[src/rtl/regfile_wb_arbiter_if.sv]
// Purpose: bundle of the two write-back requesters and the register-file
//   write port served by regfile_wb_arbiter.
// Handshake: requester N transfers in a cycle where reqN_valid_i and
//   reqN_ready_o are both high. Once valid, a requester holds valid, addr
//   and data stable until it is accepted. Ready is combinational from the
//   valids and may be observed in the same cycle.
// Signals:
//   req0_*        EX-stage (ALU) requester: valid/addr/data in, ready out
//   req1_*        MEM-stage (load) requester: valid/addr/data in, ready out
//   rd_enable_o   register-file write enable (one cycle per accepted write)
//   rd_addr_o     register-file write address
//   rd_data_o     register-file write data
//   busy_o        both requesters valid in the same cycle
// Modports: slave = arbiter side, master = requester / register-file side.
interface regfile_wb_arbiter_if #(
  parameter int DATA_W = 32,
  parameter int ADDR_W = 5
);
  logic              req0_valid_i;
  logic [ADDR_W-1:0] req0_addr_i;
  logic [DATA_W-1:0] req0_data_i;
  logic              req0_ready_o;
  logic              req1_valid_i;
  logic [ADDR_W-1:0] req1_addr_i;
  logic [DATA_W-1:0] req1_data_i;
  logic              req1_ready_o;
  logic              rd_enable_o;
  logic [ADDR_W-1:0] rd_addr_o;
  logic [DATA_W-1:0] rd_data_o;
  logic              busy_o;

  modport slave (
    input  req0_valid_i, req0_addr_i, req0_data_i,
    input  req1_valid_i, req1_addr_i, req1_data_i,
    output req0_ready_o, req1_ready_o,
    output rd_enable_o, rd_addr_o, rd_data_o, busy_o
  );

  modport master (
    output req0_valid_i, req0_addr_i, req0_data_i,
    output req1_valid_i, req1_addr_i, req1_data_i,
    input  req0_ready_o, req1_ready_o,
    input  rd_enable_o, rd_addr_o, rd_data_o, busy_o
  );
endinterface

[src/rtl/regfile_wb_arbiter.sv]
// Purpose: arbitrates two write-back requesters (EX = req0, MEM = req1)
//   onto the single register-file write port. The accepted request appears
//   on rd_* one cycle after acceptance; writes to x0 are consumed but never
//   raise rd_enable_o.
// Ports:
//   clk     sole clock, rising edge
//   rst     asynchronous reset, active low
//   bus     regfile_wb_arbiter_if.slave (requesters + write port + busy)
//   dbg_lp  last-grant pointer (arbitration state), for observation
// Configuration:
//   WB_ARB_RR_EN  defined: contended different-address cycles are granted
//                 round-robin (to the requester other than the last grant).
//                 undefined: such cycles go to req1 (fixed priority).
//   Same-address contention always goes to req1, the older instruction,
//   so the younger write lands last and program order is preserved.
module regfile_wb_arbiter #(
  parameter int DATA_W = 32,
  parameter int ADDR_W = 5
) (
  input  logic                clk,
  input  logic                rst,
  regfile_wb_arbiter_if.slave bus,
  output logic                dbg_lp
);

  logic lp;       // index of the last granted requester
  logic pick1;    // arbitration choice when req1 is a candidate
  logic both;
  logic same_addr;

  assign both      = bus.req0_valid_i & bus.req1_valid_i;
  assign same_addr = (bus.req0_addr_i == bus.req1_addr_i);
  assign bus.busy_o = both;
  assign dbg_lp    = lp;

  always_comb begin
    pick1 = 1'b0;
    if (both) begin
      if (same_addr) begin
        pick1 = 1'b1;
      end else begin
`ifdef WB_ARB_RR_EN
        pick1 = ~lp;
`else
        pick1 = 1'b1;
`endif
      end
    end else begin
      pick1 = bus.req1_valid_i;
    end
  end

  // rst gates the readies so nothing is accepted while reset is held.
  assign bus.req0_ready_o = rst & bus.req0_valid_i & ~pick1;
  assign bus.req1_ready_o = rst & bus.req1_valid_i & pick1;

  always_ff @(posedge clk or negedge rst) begin
    if (!rst) begin
      bus.rd_enable_o <= 1'b0;
      bus.rd_addr_o   <= '0;
      bus.rd_data_o   <= '0;
      lp              <= 1'b1;
    end else begin
      bus.rd_enable_o <= 1'b0;
      if (bus.req1_ready_o) begin
        lp <= 1'b1;
        // x0 writes are consumed silently; rd_addr/rd_data keep the last
        // real write so they only ever change alongside rd_enable_o.
        if (bus.req1_addr_i != '0) begin
          bus.rd_enable_o <= 1'b1;
          bus.rd_addr_o   <= bus.req1_addr_i;
          bus.rd_data_o   <= bus.req1_data_i;
        end
      end else if (bus.req0_ready_o) begin
        lp <= 1'b0;
        if (bus.req0_addr_i != '0) begin
          bus.rd_enable_o <= 1'b1;
          bus.rd_addr_o   <= bus.req0_addr_i;
          bus.rd_data_o   <= bus.req0_data_i;
        end
      end
    end
  end

endmodule

[src/flat_wrapper.sv]
// flat-port wrapper written by rule: the top's interface ports become plain ports
module regfile_wb_arbiter_flat 
#(
  parameter int DATA_W = 32,
  parameter int ADDR_W = 5
)
  (clk, rst, dbg_lp, bus_req0_valid_i, bus_req0_addr_i, bus_req0_data_i, bus_req1_valid_i, bus_req1_addr_i, bus_req1_data_i, bus_req0_ready_o, bus_req1_ready_o, bus_rd_enable_o, bus_rd_addr_o, bus_rd_data_o, bus_busy_o);
  regfile_wb_arbiter_if #(.DATA_W(DATA_W), .ADDR_W(ADDR_W)) bus_i ();
  input  logic clk;
  input  logic rst;
  output logic dbg_lp;
  input wire logic [$bits(bus_i.req0_valid_i)-1:0] bus_req0_valid_i;
  input wire logic [$bits(bus_i.req0_addr_i)-1:0] bus_req0_addr_i;
  input wire logic [$bits(bus_i.req0_data_i)-1:0] bus_req0_data_i;
  input wire logic [$bits(bus_i.req1_valid_i)-1:0] bus_req1_valid_i;
  input wire logic [$bits(bus_i.req1_addr_i)-1:0] bus_req1_addr_i;
  input wire logic [$bits(bus_i.req1_data_i)-1:0] bus_req1_data_i;
  output wire logic [$bits(bus_i.req0_ready_o)-1:0] bus_req0_ready_o;
  output wire logic [$bits(bus_i.req1_ready_o)-1:0] bus_req1_ready_o;
  output wire logic [$bits(bus_i.rd_enable_o)-1:0] bus_rd_enable_o;
  output wire logic [$bits(bus_i.rd_addr_o)-1:0] bus_rd_addr_o;
  output wire logic [$bits(bus_i.rd_data_o)-1:0] bus_rd_data_o;
  output wire logic [$bits(bus_i.busy_o)-1:0] bus_busy_o;
  assign bus_i.req0_valid_i = bus_req0_valid_i;
  assign bus_i.req0_addr_i = bus_req0_addr_i;
  assign bus_i.req0_data_i = bus_req0_data_i;
  assign bus_i.req1_valid_i = bus_req1_valid_i;
  assign bus_i.req1_addr_i = bus_req1_addr_i;
  assign bus_i.req1_data_i = bus_req1_data_i;
  assign bus_req0_ready_o = bus_i.req0_ready_o;
  assign bus_req1_ready_o = bus_i.req1_ready_o;
  assign bus_rd_enable_o = bus_i.rd_enable_o;
  assign bus_rd_addr_o = bus_i.rd_addr_o;
  assign bus_rd_data_o = bus_i.rd_data_o;
  assign bus_busy_o = bus_i.busy_o;
  regfile_wb_arbiter #(.DATA_W(DATA_W), .ADDR_W(ADDR_W)) u_core (.clk(clk), .rst(rst), .bus(bus_i), .dbg_lp(dbg_lp));
endmodule
[config.mk]
export PLATFORM = sky130hd
export DESIGN_NAME = regfile_wb_arbiter_flat
export DESIGN_NICKNAME = d
export VERILOG_FILES = /design/src/rtl/regfile_wb_arbiter_if.sv /design/src/rtl/regfile_wb_arbiter.sv /design/src/flat_wrapper.sv
export SDC_FILE = /design/constraint.sdc
export NUM_CORES = 1
export LEC_CHECK = 0
export CORE_MARGIN = 8
export CORE_UTILIZATION = 40
export DETAILED_ROUTE_END_ITERATION = 7
export PLACE_DENSITY_LB_ADDON = 0.25
export SYNTH_ARGS = -nofsm -noshare
export SYNTH_HDL_FRONTEND = slang
export SYNTH_SLANG_ARGS = --single-unit
[constraint.sdc]
create_clock -name clk -period 1.9 [get_ports clk]
set_input_delay 0.285 -clock clk [delete_from_list [all_inputs] [get_ports clk]]
set_output_delay 0.285 -clock clk [all_outputs]
set_load 0.1 [all_outputs]
==> summary.txt <==
Detailed routing
  • Vias post-DR: 1531
  • Drt first-iter violations: 45
  • Routed WL: 5.62 mm
  • DRC errors left: 0
  • Drt first pass iters: 4
  • Routed vias/inst: 4.67
  • Routed Antenna Nets: 0
  • Routed len/inst: 17.1 um

Clock tree
  • H-tree Lvls: 2
  • Inserted Clock Buffers: 5
  • Clk root buf: clkbuf_8
  • CTS tree: done
  • CTS sink cnt: 39
  • Clk pin slew, worst setup/hold paths: 0.08 ns
  • CTS Buffer Depth: 2
  • Clk Latency, worst-skew pair: 0.28 ns

Floorplanning
  • Core ar.: 0.00475 sq mm
  • Die span in x: 86.7 um
  • Die area: 0.00751 sq mm
  • Initial Util: 0.420
  • Row count: 25
  • Die Span Y: 86.7 um
  • Io pins: 120

Synthesis
  • Cells after synthesis: 133
  • Syn avg cell area: 15.0 sq um
  • Area leader, netlist: dfrtp_1
  • Synthesized flop and latch total: 39
  • Synthesized Nets: 211
  • Post-Synthesis Cell Area: 0.00200 sq mm
  • Synth warn: 0
  • Synth cell types: 13
  • Largest cells by area after synthesis: dfrtp_1 48%, mux2_2 31%, mux2_4 14%, buf_6 1.7%, dfstp_2 1.3%
  • Sequential share of the synthesized area: 0.489
  • Post-synth top area share: 0.476

Placed design
  • Worst slack, placed: -0.273 ns
  • PortBufs: 119
  • Placer Congestion: 0.754
  • Post-DP HPWL: 4.55 mm

Critical path
  • Worst path top cell family by delay: simple AND/OR/NAND/NOR gates
  • Slowest Stage Delay on Critical Path: 0.52 ns
  • Worst path bufs/invs: 2
  • Crit Path Class: input pin to register
  • Slowest library cell on the worst path: or4_1
  • Critical Path Sink: u_core.bus.rd_data_o[9]
  • RR Endpoint: u_core.bus.rd_data_o[9]
  • Reg2Reg Depth: 1
  • CP Cell Sequence: clkdlybuf4s50_1 > or4_1 > nor2_1 > o32ai_4 > buf_12 > mux2_4
  • Crit path DAT: 2.04 ns
  • Worst EP required: 2.07 ns
  • Worst setup SP type: input pin
  • Worst-path maximum fanout: 18
  • R2r setup slk: 1.11 ns
  • CP endpoint kind: register
  • Worst path depth: 6
  • Reg-to-Reg Start: u_core.bus.rd_data_o[9]
  • Worst setup startpoint: bus_req1_addr_i[2]

Power
  • Worst IR Drop VDD: 0.650 mV
  • Clk pwr share: 0.188
  • Gate power share: 0.528
  • Cell internal pwr: 0.00200 W
  • Flop pwr share: 0.284
  • Net Sw Power: 0.00176 W
  • Sw frac: 0.467
  • Cell Pwr Density: 1100 mW/mm^2
  • LEAKAGE: 1.50 nW

Run status
  • Status: finished, final reports clean

Finish
  • Layout Nets: 338
  • Share of post-route cells with drive strength above 1: 0.525
  • # diodes: 0
  • Area Growth Syn to Fin: 70.6%
  • FILL cells: 357

Timing
  • Final setup fails: 0
  • Min Tclk post-route: 1.87 ns
  • Crit share post-route: 0.984
  • Worst Hold Slack: 0.0700 ns
  • RSZ-0062 raised after global routing: false
  • Final worst setup slack: 0.0299 ns
  • Fmax: 535 MHz
  • Final Skew: 0 ns
  • Hold Vio Cnt, Final: 0
  • Max-slew violations: 0
  • Relative slew margins: 0.755
  • Tightest Pin Transition: 0.368 ns

GRT
  • Grt met2 use: 0.244
  • Largest net degree at the start of global routing: 30
  • GRT Residual Overflow: 0
  • Global-route wire length before repair: 9.21 mm
  • Met1 Use GR: 0.187
  • Gr busiest metal: met2
  • Total GRT Usage: 0.155
  • Initial antenna violation count: 0
  • Vias in the first global route: 1829
  • Met3 Track Usage GR: 0.0690

Run
  • MaxCap Viol Count: 0

Worst hold path
  • Worst hold path type: input pin to asynchronous set/reset pin
sequential cells by signal, summed over array words and instances (netlist names):
name,flops
u_core.bus.rd_data_o,32
u_core.bus.rd_addr_o,5
u_core.dbg_lp,1
u_core.bus.rd_enable_o,1
cell usage after synthesis:
library cell,instances
dfrtp_1,38
buf_2,2
and2_1,1
inv_1,1
clkbuf_1,3
o32ai_1,1
buf_6,3
or4_1,2
nor2_1,3
nand2_1,4
mux2_4,19
mux2_2,55
dfstp_2,1
worst min path at each step:
stage	startpoint	end	slack, ns	cells past startpoint
6_report	rst	u_core.bus.rd_data_o[9]	0.07	2
5_1_grt	rst	u_core.bus.rd_data_o[9]	0.11	2
4_1_cts	rst	u_core.bus.rd_data_o[9]	0.08	2
3_5_place_dp	rst	u_core.bus.rd_addr_o[3]	0.30	2
3_3_place_gp	rst	u_core.bus.rd_addr_o[3]	0.28	2
2_1_floorplan	rst	u_core.bus.rd_addr_o[0]	-0.01	0
area by class of cell:
class	instances	area [sq um]	share of cell area
multi-input cells	85	985	0.289
well taps	67	83.8	0.0246
inverters	1	3.75	0.00110
flip-flops and latches	39	977	0.287
clock inverters	2	35.0	0.0103
clock buffers	6	82.6	0.0242
repair buffers	128	1240	0.364
repair_timing:
item / CTS / global route
hold buffers: 1 / 0
gates resized for setup: 0 / 1
endpoints found under the setup margin: 0 / 2
buffers inserted: 0 / 0
hold endpoints to repair: 10 / 0
layout by cell type, fill, tap and decap left out:
cell type / instances
dlygate4sd3_1: 1
o32ai_4: 1
nand2_1: 3
mux2_2: 55
buf_4: 43
clkbuf_8: 6
inv_1: 1
buf_12: 7
nor2_1: 2
buf_2: 1
nand2_2: 1
dfrtp_1: 38
and2_1: 1
mux2_4: 19
bufinv_16: 1
clkdlybuf4s50_1: 76
or4_1: 2
clkinv_2: 1
dfstp_2: 1
nor2_2: 1
per-layer routing:
layer  vias to the layer above  part of all wire  routed length [um]
met5                         -                 0                   0
met4                         0            0.0043                  24
met3                         2              0.11                 601
met2                        78              0.46                2560
met1                       716              0.43                2430
li1                        735                 -                   -
power by group through the flow:
stage | sequential, W | clock, W | combinational, W
after global placement | 0.00108 | 0 | 0.00198
after detailed placement | 0.00108 | 0 | 0.00200
final | 0.00107 | 0.000708 | 0.00198
after floorplan | 0.00219 | 0 | 0.000335
after CTS | 0.00107 | 0.000721 | 0.00200
after global routing | 0.00109 | 0.000762 | 0.00205
stage by stage:
| stage | utilization | area (sq um) | instances | TNS [ns] | power, W |
|---|---|---|---|---|---|
| 2_1_floorplan | - | 2000 | 133 | 0 | 0.00252 |
| 3_3_place_gp | 0.689 | 3280 | 319 | -9.07 | 0.00306 |
| 3_5_place_dp | 0.689 | 3280 | 319 | -9.22 | 0.00308 |
| 4_1_cts | 0.716 | 3400 | 328 | 0 | 0.00379 |
| 5_1_grt | 0.716 | 3410 | 328 | 0 | 0.00390 |
| 6_report | 0.716 | 3410 | 328 | 0 | 0.00376 |
cell families (layout without fill, tap and decap cells):
family                 after synthesis  count (layout)  synth area share
AOI/OAI and AO/OA                    1               1           0.00439
buffers and inverters                9             137            0.0294
DFF                                 39              39             0.489
muxes                               74              74             0.453
and+or+nand+nor                     10              10            0.0238
Power figures use the tool's default switching activity.
